$ cat src/rtl/fp_mul_pkg.sv
// Shared constants and FSM encoding for the FP multiplier dispatcher.
// Flag bit positions match the multiplier's {OF,UF,NaNF,InfF,DNF,ZF} bus, with TO added on top.
package fp_mul_pkg;

   localparam int FLAG_W   = 6;
   localparam int FLG_ZF   = 0;
   localparam int FLG_DNF  = 1;
   localparam int FLG_INFF = 2;
   localparam int FLG_NANF = 3;
   localparam int FLG_UF   = 4;
   localparam int FLG_OF   = 5;
   localparam int FLG_TO   = 6;

   localparam logic [31:0] QNAN = 32'h7FC0_0000;

   typedef enum logic [2:0] {
      ST_SETTLE = 3'd0,
      ST_IDLE   = 3'd1,
      ST_ISSUE  = 3'd2,
      ST_BUSY   = 3'd3,
      ST_GAP    = 3'd4
   } state_e;

endpackage

$ cat src/rtl/fp_mul_opq.sv
// Operand queue: synchronous FIFO of {tag, b, a} entries with an occupancy count.
// Pushes are refused when full and pops when empty, so callers may be sloppy with either.
module fp_mul_opq #(
   parameter  int DEPTH = 4,
   parameter  int WIDTH = 68,
   localparam int AW    = $clog2(DEPTH)
) (
   input  logic             Clk,
   input  logic             Rst,
   input  logic             push_i,
   input  logic             pop_i,
   input  logic [WIDTH-1:0] wdata_i,
   output logic [WIDTH-1:0] rdata_o,
   output logic [AW:0]      count_o
);

   localparam logic [AW:0] DEPTH_C = (AW+1)'(DEPTH);

   logic [WIDTH-1:0] mem_q [DEPTH];
   logic [AW-1:0]    wptr_q;
   logic [AW-1:0]    rptr_q;
   logic [AW:0]      count_q;
   logic             pushOk;
   logic             popOk;

   assign pushOk  = push_i && (count_q < DEPTH_C);
   assign popOk   = pop_i && (count_q != '0);
   assign rdata_o = mem_q[rptr_q];
   assign count_o = count_q;

   // Storage carries no reset; validity is tracked by the pointers and count alone.
   always_ff @(posedge Clk) begin
      if (pushOk) begin
         mem_q[wptr_q] <= wdata_i;
      end
   end

   always_ff @(posedge Clk or posedge Rst) begin
      if (Rst) begin
         wptr_q  <= '0;
         rptr_q  <= '0;
         count_q <= '0;
      end else begin
         if (pushOk) begin
            wptr_q <= wptr_q + 1'b1;
         end
         if (popOk) begin
            rptr_q <= rptr_q + 1'b1;
         end
         case ({pushOk, popOk})
            2'b10:   count_q <= count_q + 1'b1;
            2'b01:   count_q <= count_q - 1'b1;
            default: count_q <= count_q;
         endcase
      end
   end

endmodule

$ cat src/rtl/fp_mul_dispatch.sv
// Sequencer around the multi-cycle FP multiplier: queues operand pairs, issues one Start at a time,
// and holds each result until consumed. Build with FP_MUL_DISPATCH_TIMEOUT_EN to add a BUSY watchdog.
module fp_mul_dispatch
   import fp_mul_pkg::*;
#(
   parameter int DEPTH   = 4,
   parameter int TAG_W   = 4,
   parameter int SETTLE  = 2,
   parameter int GAP     = 2,
   parameter int TIMEOUT = 32
) (
   input  logic              Clk,
   input  logic              Rst,
   input  logic              in_valid,
   output logic              in_ready,
   input  logic [31:0]       in_a,
   input  logic [31:0]       in_b,
   input  logic [TAG_W-1:0]  in_tag,
   output logic              mul_start,
   output logic [31:0]       mul_a,
   output logic [31:0]       mul_b,
   input  logic              mul_done,
   input  logic [31:0]       mul_p,
   input  logic [FLAG_W-1:0] mul_flags,
   output logic              out_valid,
   input  logic              out_ready,
   output logic [31:0]       out_p,
   output logic [FLAG_W:0]   out_flags,
   output logic [TAG_W-1:0]  out_tag,
   output logic              busy
);

   localparam int AW      = $clog2(DEPTH);
   localparam int EW      = TAG_W + 64;
   localparam int CNT_MAX = (SETTLE > GAP) ? SETTLE : GAP;
   localparam int CW      = (CNT_MAX < 1) ? 1 : $clog2(CNT_MAX + 1);
   localparam logic [AW:0] DEPTH_C = (AW+1)'(DEPTH);

   if (DEPTH < 2 || (DEPTH & (DEPTH - 1)) != 0 || TAG_W < 1 || TIMEOUT < 1) begin : gBadParams
      $error("fp_mul_dispatch: illegal parameter set");
   end

   state_e            stateQ, stateD;
   logic [CW-1:0]     cntQ, cntD;
   logic [31:0]       mulAQ, mulAD;
   logic [31:0]       mulBQ, mulBD;
   logic [TAG_W-1:0]  tagQ, tagD;
   logic              outValidQ, outValidD;
   logic [31:0]       outPQ, outPD;
   logic [FLAG_W:0]   outFlagsQ, outFlagsD;
   logic [TAG_W-1:0]  outTagQ, outTagD;

   logic [EW-1:0]     fifoHead;
   logic [AW:0]       fifoCount;
   logic              fifoPush;
   logic              fifoPop;
   logic              slotFree;

`ifdef FP_MUL_DISPATCH_TIMEOUT_EN
   localparam int WW = $clog2(TIMEOUT + 1);
   localparam logic [WW-1:0] WD_LAST = WW'(TIMEOUT - 1);
   logic [WW-1:0]     wdQ, wdD;
   logic [FLAG_W:0]   toFlags;
`endif

   fp_mul_opq #(
      .DEPTH (DEPTH),
      .WIDTH (EW)
   ) uOpq (
      .Clk     (Clk),
      .Rst     (Rst),
      .push_i  (fifoPush),
      .pop_i   (fifoPop),
      .wdata_i ({in_tag, in_b, in_a}),
      .rdata_o (fifoHead),
      .count_o (fifoCount)
   );

   assign in_ready  = (fifoCount < DEPTH_C);
   assign fifoPush  = in_valid && in_ready;
   assign slotFree  = !outValidQ || out_ready;
   assign mul_start = (stateQ == ST_ISSUE);
   assign mul_a     = mulAQ;
   assign mul_b     = mulBQ;
   assign out_valid = outValidQ;
   assign out_p     = outPQ;
   assign out_flags = outFlagsQ;
   assign out_tag   = outTagQ;
   assign busy      = (fifoCount != '0) || (stateQ == ST_ISSUE) || (stateQ == ST_BUSY) || outValidQ;

   always_ff @(posedge Clk or posedge Rst) begin
      if (Rst) begin
         stateQ    <= ST_SETTLE;
         cntQ      <= CW'(SETTLE);
         mulAQ     <= '0;
         mulBQ     <= '0;
         tagQ      <= '0;
         outValidQ <= 1'b0;
         outPQ     <= '0;
         outFlagsQ <= '0;
         outTagQ   <= '0;
      end else begin
         stateQ    <= stateD;
         cntQ      <= cntD;
         mulAQ     <= mulAD;
         mulBQ     <= mulBD;
         tagQ      <= tagD;
         outValidQ <= outValidD;
         outPQ     <= outPD;
         outFlagsQ <= outFlagsD;
         outTagQ   <= outTagD;
      end
   end

`ifdef FP_MUL_DISPATCH_TIMEOUT_EN
   always_ff @(posedge Clk or posedge Rst) begin
      if (Rst) begin
         wdQ <= '0;
      end else begin
         wdQ <= wdD;
      end
   end
`endif

   // Operands track the FIFO head only in IDLE, so they stay frozen from ISSUE until the result lands.
   always_comb begin
      stateD    = stateQ;
      cntD      = cntQ;
      mulAD     = mulAQ;
      mulBD     = mulBQ;
      tagD      = tagQ;
      outValidD = outValidQ && !out_ready;
      outPD     = outPQ;
      outFlagsD = outFlagsQ;
      outTagD   = outTagQ;
      fifoPop   = 1'b0;
`ifdef FP_MUL_DISPATCH_TIMEOUT_EN
      wdD       = wdQ;
      toFlags   = '0;
      toFlags[FLG_TO]   = 1'b1;
      toFlags[FLG_NANF] = 1'b1;
`endif
      case (stateQ)
         ST_SETTLE, ST_GAP: begin
            if (cntQ == '0) begin
               stateD = ST_IDLE;
            end else begin
               cntD = cntQ - 1'b1;
            end
         end
         ST_IDLE: begin
            mulAD = fifoHead[31:0];
            mulBD = fifoHead[63:32];
            tagD  = fifoHead[64 +: TAG_W];
            if ((fifoCount != '0) && slotFree) begin
               stateD = ST_ISSUE;
            end
         end
         ST_ISSUE: begin
            fifoPop = 1'b1;
            stateD  = ST_BUSY;
`ifdef FP_MUL_DISPATCH_TIMEOUT_EN
            wdD     = '0;
`endif
         end
         ST_BUSY: begin
            if (mul_done) begin
               outPD     = mul_p;
               outFlagsD = {1'b0, mul_flags};
               outTagD   = tagQ;
               outValidD = 1'b1;
               cntD      = CW'(GAP);
               stateD    = ST_GAP;
            end
`ifdef FP_MUL_DISPATCH_TIMEOUT_EN
            else if (wdQ == WD_LAST) begin
               outPD     = QNAN;
               outFlagsD = toFlags;
               outTagD   = tagQ;
               outValidD = 1'b1;
               cntD      = CW'(GAP);
               stateD    = ST_GAP;
            end else begin
               wdD = wdQ + 1'b1;
            end
`endif
         end
         default: begin
            stateD = ST_IDLE;
         end
      endcase
   end

endmodule

$ cat config.mk
export PLATFORM = sky130hd
export DESIGN_NAME = fp_mul_dispatch
export DESIGN_NICKNAME = d
export VERILOG_FILES = /design/src/rtl/fp_mul_pkg.sv /design/src/rtl/fp_mul_opq.sv /design/src/rtl/fp_mul_dispatch.sv
export SDC_FILE = /design/constraint.sdc
export NUM_CORES = 1
export LEC_CHECK = 0
export CAP_MARGIN = 40
export CORE_MARGIN = 3
export CORE_UTILIZATION = 54
export DETAILED_ROUTE_END_ITERATION = 6
export PLACE_DENSITY = 0.87
export SYNTH_ARGS = -nofsm -noshare
export SYNTH_HDL_FRONTEND = slang
export SYNTH_SLANG_ARGS = --single-unit
$ cat constraint.sdc
create_clock -name Clk -period 5.6 [get_ports Clk]
set_input_delay 1.4 -clock Clk [delete_from_list [all_inputs] [get_ports Clk]]
set_output_delay 1.4 -clock Clk [all_outputs]
set_load 0.01 [all_outputs]
==> flow_summary_export.csv, run 1 <==
group,metric,value,unit
grt,grt.total_usage,0.197,
synthesis,seq_area_frac_synth,0.766,
timing,min_period,3.30,ns
worst_hold_path,hp-start,"mul_a[1]",
worst_hold_path,hold_depth,2,
cts,postCtsSetupRepairBufs,0,
timing,timing.final.crit_share,0.590,
synthesis,yosysMostFrequentCell,"edfxtp_1",
grt,antenna_found_initial,2,
grt,use_met3,0.0400,
synthesis,synth_cell_type_count,34,
grt,grt_pass1_wl,44.9,mm
detailed_routing,drt_wl_total,29.2,mm
grt,grt_pass1_vias,8142,
timing,finalSetupViolCount,0,
floorplanning,die_h,171,µm
synthesis,yosys-top-cells-count,"272 x edfxtp_1, 137 x mux2i_1, 122 x dfrtp_1, 74 x nand2_1, 48 x o221ai_1",
synthesis,netlist_top_cells_area,"edfxtp_1 56%, dfrtp_1 21%, mux2i_1 9.3%, mux2_2 3.2%, o221ai_1 2.9%",
setup_path,r2r-end,"uOpq.count_o[2]",
cts,clk_pin_slew,0.06,ns
place,dp_hpwl,17.7,mm
timing,rsz0062_at_grt,"false",
setup_path,crit_type,"reg2out",
synthesis,syn_nets,932,
timing,final.hold.worst_slack,0.487,ns
layout,nNetsFinal,1161,
power_and_ir_drop,power_density,550,nW/µm²
cts,cts-resized-gates,0,
detailed_routing,drc,0,
grt,use_met2,0.340,
setup_path,cp_max_fo,8,
detailed_routing,routed-via-count,7854,
detailed_routing,wl_per_cell,20.7,µm
detailed_routing,ant_nets,0,
cts,clk_latency,0.52,ns
setup_path,worst_r2r_path_depth,8,
timing,drv_slew,0,
setup_path,arrival,1.90,ns
synthesis,avgSynthCellArea,18.0,µm²
cts,cts_hold_buf,0,
grt,use_met1,0.259,
layout,final_util,0.709,
grt,grt_overflow_total,0,
synthesis,synth_cells,814,
outcome,run_status,"finished clean",
layout,stdcell_area,18700,µm²
setup_path,crit_start,"stateQ[0]",
place,place.gp.congestion,0.730,
power_and_ir_drop,vdd_drop_max,0.000519,V
flow_run,drv_cap,0,
grt,grt_max_degree,138,
layout,area_growth,27.7,%
power_and_ir_drop,leakage,7.10,nW
cts,numCtsBuffers,41,
layout,nFillCells,1650,
detailed_routing,detail_route.vias_per_cell,5.57,
synthesis,synth-seq-cells,395,
floorplanning,design.core.area,26400,µm²
floorplanning,ioPinCount,222,
synthesis,synth_edf_count,272,
setup_path,cp-end-kind,"primary output",
timing,max_slew_margin,0.329,
synthesis,synth_warnings,0,
cts,cts.sinks,395,
detailed_routing,drtIter0Drc,470,
synthesis,ys.flop_type,"edfxtp_1",
cts,htree_levels,2,
cts,clk_root_buffer_cell,"clkbuf_16",
synthesis,async_reset_ff_frac,0.311,
timing,skew,0.0166,ns
worst_hold_path,hold_path_class,"reg2reg",
synthesis,yosysTopAreaCell,"edfxtp_1",
floorplanning,start_util,0.556,
cts,cts_tree,"yes",
floorplanning,rows,59,
synthesis,synth_top_cell_area_share,0.556,
setup_path,start_kind,"register",
place,io_buffers,220,
layout,drive_above_1_share,0.140,
synthesis,synth_area,14700,µm²
setup_path,r2r_start,"stateQ[2]",
floorplanning,die_area,29200,µm²
timing,tns,0,ns
cts,cts_max_path_buffers,3,
detailed_routing,drtPass1Iterations,4,
place,postPlaceCellArea,17300,µm²
timing,worstMarginPinSlew,1.01,ns
timing,hold_viol,0,
setup_path,reg2reg_slack,3.48,ns
timing,max_clock_freq,0.303,GHz
worst_hold_path,min_to,"mul_a[1]",
setup_path,worstPathRequired,4.20,ns
floorplanning,die_w,171,µm
grt,busiest_layer,"met2",
[routing by layer]
metal,wire [µm],vias to the layer above
li1,-,3594
met1,12100,3946
met2,14600,268
met3,1880,44
met4,552,2
met5,13,-
[where the power goes]
| group | internal (mW) | total, mW | switching [mW] |
|---|---|---|---|
| Combinational | 1.68 | 3.33 | 1.65 |
| Clock | 1.67 | 2.72 | 1.05 |
| Sequential | 3.90 | 4.26 | 0.364 |
[critical path, stage by stage, from the launching register on]
cell	delay (ns)
dfrtp_1	0.45
nor3b_1	0.34
clkdlybuf4s50_1	0.61
[cells by family after synthesis]
logic type | Yosys count | synth area share
and+or+nand+nor | 96 | 0.0284
DFF | 395 | 0.766
AOI/OAI and AO/OA | 74 | 0.0519
xor gates and xnor gates | 6 | 0.00358
muxes | 179 | 0.126
adders and majority gates | 7 | 0.00648
buffers and inverters | 56 | 0.0179
other | 1 | 0.000255
[sequential cells by signal, indices dropped and copies added (netlist names), 4 cells and up]
register,flops
mul_a,32
out_flags,6
mul_b,32
out_tag,4
tagQ,4
uOpq.mem_q,272
out_p,32
[area by class of cell]
cell class	instances	area, µm²	area share
timing repair buffer	232	2440	0.130
inverter	10	42.5	0.00227
sequential	395	11300	0.600
clock buffer	56	1180	0.0631
multi-input combinational	363	3190	0.170
clock inverter	19	213	0.0113
tap	335	419	0.0224
antenna	1	2.50	0.000133
[cell usage in the layout, fill, tap and decap left out, types with 9 or more instances in the layout]
| cell type | synthesis | layout |
|---|---|---|
| clkbuf_16 | 0 | 42 |
| clkdlybuf4s50_1 | 0 | 220 |
| clkinv_2 | 0 | 9 |
| dfrtp_1 | 122 | 121 |
| edfxtp_1 | 272 | 272 |
| inv_1 | 10 | 9 |
| mux2_2 | 42 | 42 |
| mux2i_1 | 137 | 137 |
| nand2_1 | 74 | 74 |
| o221ai_1 | 48 | 48 |
| o221ai_2 | 20 | 20 |
[through the flow]
stage	power (mW)	worst slack, ns	instances
after floorplan	6.18	0.931	814
after global placement	7.44	1.97	1327
after detailed placement	7.67	1.97	1335
after CTS	10.4	2.27	1410
after global routing	10.8	2.20	1411
final	10.3	2.30	1411
[worst max-delay path by stage]
stage / to / slack [ns] / cells past startpoint
global placement: uOpq.mem_q[3][62] / 1.97 / 3
detailed placement: uOpq.mem_q[1][59] / 1.97 / 4
CTS: mul_start / 2.27 / 2
finish: mul_start / 2.30 / 2
floorplan: cntQ[0] / 0.93 / 1
global route: mul_start / 2.20 / 2
(Power assumes the default switching activity.)
==> run 2, diff against run 1 <==
--- a/config.mk
+++ b/config.mk
@@ -7,9 +7,9 @@
 export LEC_CHECK = 0
 export CAP_MARGIN = 40
 export CORE_MARGIN = 3
-export CORE_UTILIZATION = 54
+export CORE_UTILIZATION = 49
 export DETAILED_ROUTE_END_ITERATION = 6
-export PLACE_DENSITY = 0.87
+export PLACE_DENSITY = 0.83
 export SYNTH_ARGS = -nofsm -noshare
 export SYNTH_HDL_FRONTEND = slang
 export SYNTH_SLANG_ARGS = --single-unit
==> constraint.sdc (replaced) <==
create_clock -name Clk -period 2.67 [get_ports Clk]
set_input_delay 0.6675 -clock Clk [delete_from_list [all_inputs] [get_ports Clk]]
set_output_delay 0.6675 -clock Clk [all_outputs]
set_load 0.01 [all_outputs]
==> flow_summary_export.csv, run 2 (synthesis gave the netlist of run 1 again) <==
group,metric,value,unit
grt,grt_max_degree,86,
grt,grt.total_usage,0.197,
worst_hold_path,hp-start,"mul_a[22]",
setup_path,worstPathRequired,2.00,ns
setup_path,crit_type,"reg2out",
setup_path,reg2reg_slack,0.57,ns
timing,timing.final.crit_share,0.943,
timing,final.hold.worst_slack,0.486,ns
detailed_routing,drc,0,
floorplanning,start_util,0.505,
timing,hold_viol,0,
timing,max_clock_freq,0.397,GHz
cts,cts_max_path_buffers,3,
grt,grt_pass1_vias,8537,
outcome,run_status,"finished clean",
grt,grt_pass1_wl,48.5,mm
cts,numCtsBuffers,40,
setup_path,path_cells,"nor3b_1 -> clkdlybuf4s50_1",
detailed_routing,ant_nets,0,
cts,cts-resized-gates,0,
floorplanning,die_area,32100,µm²
layout,final_cell_mix,"272 x edfxtp_1, 220 x clkdlybuf4s50_1, 137 x mux2i_1, 121 x dfrtp_1, 74 x nand2_1",
place,post-place-cells,1400,
worst_hold_path,min_to,"mul_a[22]",
timing,finalSetupViolCount,0,
detailed_routing,drtIter0Drc,570,
setup_path,arrival,1.85,ns
layout,nNetsFinal,1176,
detailed_routing,wl_met2,15.6,mm
detailed_routing,highest_layer,"met5",
detailed_routing,detail_route.vias_per_cell,5.47,
setup_path,cp_max_fo,8,
power_and_ir_drop,leakage,7.14,nW
detailed_routing,drtPass1Iterations,6,
setup_path,r2r_start,"stateQ[2]",
flow_run,drv_cap,0,
layout,final_common_cell,"edfxtp_1",
floorplanning,die_w,179,µm
setup_path,worst_r2r_path_depth,8,
timing,drv_slew,0,
cts,htree_levels,2,
cts,clk_root_buffer_cell,"clkbuf_16",
timing,rsz0062_at_grt,"false",
setup_path,cpPeakStageDelay,0.59,ns
floorplanning,design.core.area,29100,µm²
cts,cts_hold_buf,0,
cts,cts.sinks,395,
timing,timing.final.ws_setup,0.152,ns
cts,clk_pin_slew,0.06,ns
floorplanning,rows,62,
detailed_routing,wl_per_cell,21.5,µm
layout,area_growth,28.9,%
power_and_ir_drop,p_total,21.6,mW
detailed_routing,routed-via-count,8065,
layout,finalNonFillerCells,1475,
setup_path,start_kind,"register",
place,place.gp.congestion,0.731,
layout,stdcell_area,18900,µm²
place,dp_hpwl,20.0,mm
cts,clk_latency,0.53,ns
grt,antenna_found_initial,4,
worst_hold_path,hold_depth,2,
detailed_routing,wl_met3,2.40,mm
place,io_buffers,220,
cts,cts_tree,"yes",
place,postPlaceCellArea,17600,µm²
detailed_routing,drt_wl_total,31.7,mm
floorplanning,die_h,179,µm
layout,drive_above_1_share,0.141,
timing,worstMarginPinSlew,0.762,ns
grt,grt_overflow_total,0,
worst_hold_path,hold_path_class,"reg2reg",
setup_path,cp-end-kind,"primary output",
floorplanning,ioPinCount,222,
setup_path,critPathSlowestCell,"clkdlybuf4s50_1",
power_and_ir_drop,power_density,1140,nW/µm²
timing,max_slew_margin,0.492,
place,dp_slack,0.335,ns
detailed_routing,wl_met1,13.0,mm
layout,largest_register,"uOpq.mem_q",
timing,min_period,2.52,ns
cts,postCtsSetupRepairBufs,0,
layout,largest_reg_flops,272,
timing,skew,0.0140,ns
layout,final_util,0.651,
power_and_ir_drop,vdd_drop_max,0.000617,V
setup_path,r2r-end,"uOpq.count_o[2]",
timing,tns,0,ns
-- run 2: changes by cell type in the layout (fill, tap and decap cells not counted), sizes merged --
| cell | change |
|---|---|
| clkinv | +1 |
| bufinv | -2 |
| clkinvlp | +1 |
| buf | +16 |
| inv | -1 |
-- run 2: area by class of cell --
cell class	instances	area (µm²)
Timing Repair Buffer	248	2680
Antenna cell	1	2.50
Sequential cell	395	11300
Tap cell	384	480
Clock inverter	18	158
Multi-Input combinational cell	363	3190
Clock buffer	56	1120
Fill cell	1985	10200
Inverter	10	41.3
-- run 2: worst max-delay path, delay by kind of cell (launching register included) --
family,cells,cell delay [ns]
buf+inv,1,0.59
flops,1,0.46
simple gates,1,0.29
-- run 2: routing by layer --
metal / GRT usage / vias up
met5: 0 / -
met4: 0.0564 / 6
met3: 0.0424 / 51
met2: 0.331 / 310
met1: 0.261 / 4067
li1: - / 3631
-- run 2: power breakdown --
part	total (mW)	internal (mW)	switching [mW]	leakage, nW
Clock	5.37	3.15	2.22	0.617
Combinational	7.16	3.64	3.52	2.56
Sequential	9.02	8.17	0.852	3.96
Total	21.6	15.0	6.59	7.14
-- run 2: worst max path at each step --
| stage | from | endpoint | slack (ns) | cells after the start |
|---|---|---|---|---|
| after floorplan | in_valid | uOpq.mem_q[0][0] | 0.34 | 3 |
| after global placement | in_valid | uOpq.count_o[2] | 0.37 | 9 |
| after detailed placement | in_valid | uOpq.count_o[2] | 0.33 | 9 |
| after CTS | stateQ[0] | mul_start | 0.11 | 2 |
| after global routing | stateQ[1] | mul_start | 0.02 | 2 |
| final | stateQ[1] | mul_start | 0.15 | 2 |
==> run 3, diff against run 2 <==
==> constraint.sdc (replaced) <==
create_clock -name Clk -period 2.67 [get_ports Clk]
set_input_delay 0.534 -clock Clk [delete_from_list [all_inputs] [get_ports Clk]]
set_output_delay 0.534 -clock Clk [all_outputs]
set_load 0.01 [all_outputs]
==> flow_summary_export.csv, run 3 (synthesis gave the netlist of run 1 again) <==
group,metric,value,unit
outcome,run_status,"finished clean",
timing,max_clock_freq,0.406,GHz
detailed_routing,ant_nets,0,
floorplanning,start_util,0.505,
grt,antenna_found_initial,5,
detailed_routing,detail_route.vias_per_cell,5.49,
detailed_routing,routed-via-count,8087,
timing,max_slew_margin,0.419,
timing,hold_viol,0,
floorplanning,die_h,179,µm
power_and_ir_drop,vdd_drop_max,0.000838,V
floorplanning,rows,62,
layout,area_growth,28.6,%
place,place.gp.congestion,0.706,
detailed_routing,drtPass1Iterations,5,
grt,grt_overflow_total,0,
cts,cts_tree,"yes",
timing,tns,0,ns
grt,grt_max_degree,71,
detailed_routing,drc,0,
layout,largest_reg_flops,272,
setup_path,arrival,1.93,ns
cts,cts-resized-gates,0,
place,dp_hpwl,19.7,mm
cts,numCtsBuffers,40,
cts,clk_latency,0.53,ns
floorplanning,design.core.area,29100,µm²
setup_path,crit_type,"reg2out",
cts,cts.sinks,395,
setup_path,worstPathRequired,2.14,ns
setup_path,cp-end-kind,"primary output",
power_and_ir_drop,power_density,1140,nW/µm²
timing,drv_slew,0,
grt,grt_pass1_wl,48.1,mm
timing,min_period,2.46,ns
floorplanning,ioPinCount,222,
layout,drive_above_1_share,0.147,
setup_path,crit_buf_inv,1,
grt,grt_pass1_vias,8471,
cts,htree_levels,2,
layout,nNetsFinal,1174,
setup_path,cpPeakStageDelay,0.60,ns
timing,worstMarginPinSlew,0.871,ns
power_and_ir_drop,leakage,7.11,nW
timing,rsz0062_at_grt,"false",
timing,finalSetupViolCount,0,
setup_path,start_kind,"register",
cts,clk_root_buffer_cell,"clkbuf_16",
cts,cts_hold_buf,0,
detailed_routing,drtIter0Drc,467,
setup_path,critPathSlowestCell,"clkdlybuf4s50_1",
timing,final.hold.worst_slack,0.477,ns
cts,postCtsSetupRepairBufs,0,
setup_path,cp_max_fo,8,
cts,cts_max_path_buffers,3,
floorplanning,die_area,32100,µm²
layout,largest_register,"uOpq.mem_q",
detailed_routing,wl_per_cell,21.3,µm
detailed_routing,drt_wl_total,31.4,mm
grt,grt.total_usage,0.196,
setup_path,cp_top_family,"buffers and inverters",
floorplanning,die_w,179,µm
place,io_buffers,220,
flow_run,drv_cap,0,
layout,final_common_cell,"edfxtp_1",
timing,skew,0.0152,ns
layout,final_cell_mix,"272 x edfxtp_1, 220 x clkdlybuf4s50_1, 137 x mux2i_1, 121 x dfrtp_1, 74 x nand2_1",
worst_hold_path,hold_path_class,"in2async",
timing,timing.final.crit_share,0.923,
setup_path,path_cells,"nor3b_1 -> clkdlybuf4s50_1",
cts,clk_pin_slew,0.06,ns
## run 3: area by class of cell
class,instances,area [µm²]
antenna,1,2.50
clock buffer,45,1040
clock inverter,29,235
fill,1985,10200
inverter,10,41.3
multi-input combinational,363,3190
sequential,395,11300
tap,384,480
timing repair buffer,246,2640
## run 3: per-stage QoR
stage / util / power, mW / instance area [µm²] / instances / setup slack, ns
after detailed placement: 0.605 / 16.3 / 17600 / 1398 / 0.469
after floorplan: - / 12.9 / 14700 / 814 / 0.476
after global placement: 0.604 / 16.0 / 17600 / 1397 / 0.475
after global routing: 0.649 / 22.6 / 18900 / 1473 / 0.0952
final: 0.649 / 21.5 / 18900 / 1473 / 0.206
after CTS: 0.649 / 21.7 / 18900 / 1472 / 0.187
## run 3: per-layer routing
metal	vias up	track usage	routed length [µm]
met3	52	0.0489	2630
met5	-	0	55
met2	317	0.337	15700
met4	8	0.0470	571
li1	3619	-	-
met1	4091	0.253	12500
## run 3: worst reg2reg max path, stage by stage, from the launching register on
cell and delay (ns):
dfrtp_1 0.42, nand2b_1 0.19, nor3_1 0.34, ha_1 0.25
inv_1 0.06, fa_1 0.37, xor2_1 0.15, nor2_1 0.11
xnor2_1 0.12
## run 3: final timing paths
check / startpoint / slack (ns) / to / depth (start not counted)
worst max register to register: stateQ[2] / 0.59 / uOpq.count_o[2] / 8
min in group Clk: mul_a[30] / 0.49 / mul_a[30] / 2
worst min-delay path: Rst / 0.48 / mul_a[4] / 3
max in group asynchronous: Rst / 1.82 / uOpq.rptr_q[1] / 3
worst max-delay path: stateQ[0] / 0.21 / mul_start / 2
worst min register to register: mul_a[30] / 0.49 / mul_a[30] / 2
## run 3: where the power goes
part	switching, mW	internal [mW]
sequential	0.875	8.17
combinational	3.47	3.60
clock	2.31	3.04
total	6.65	14.8
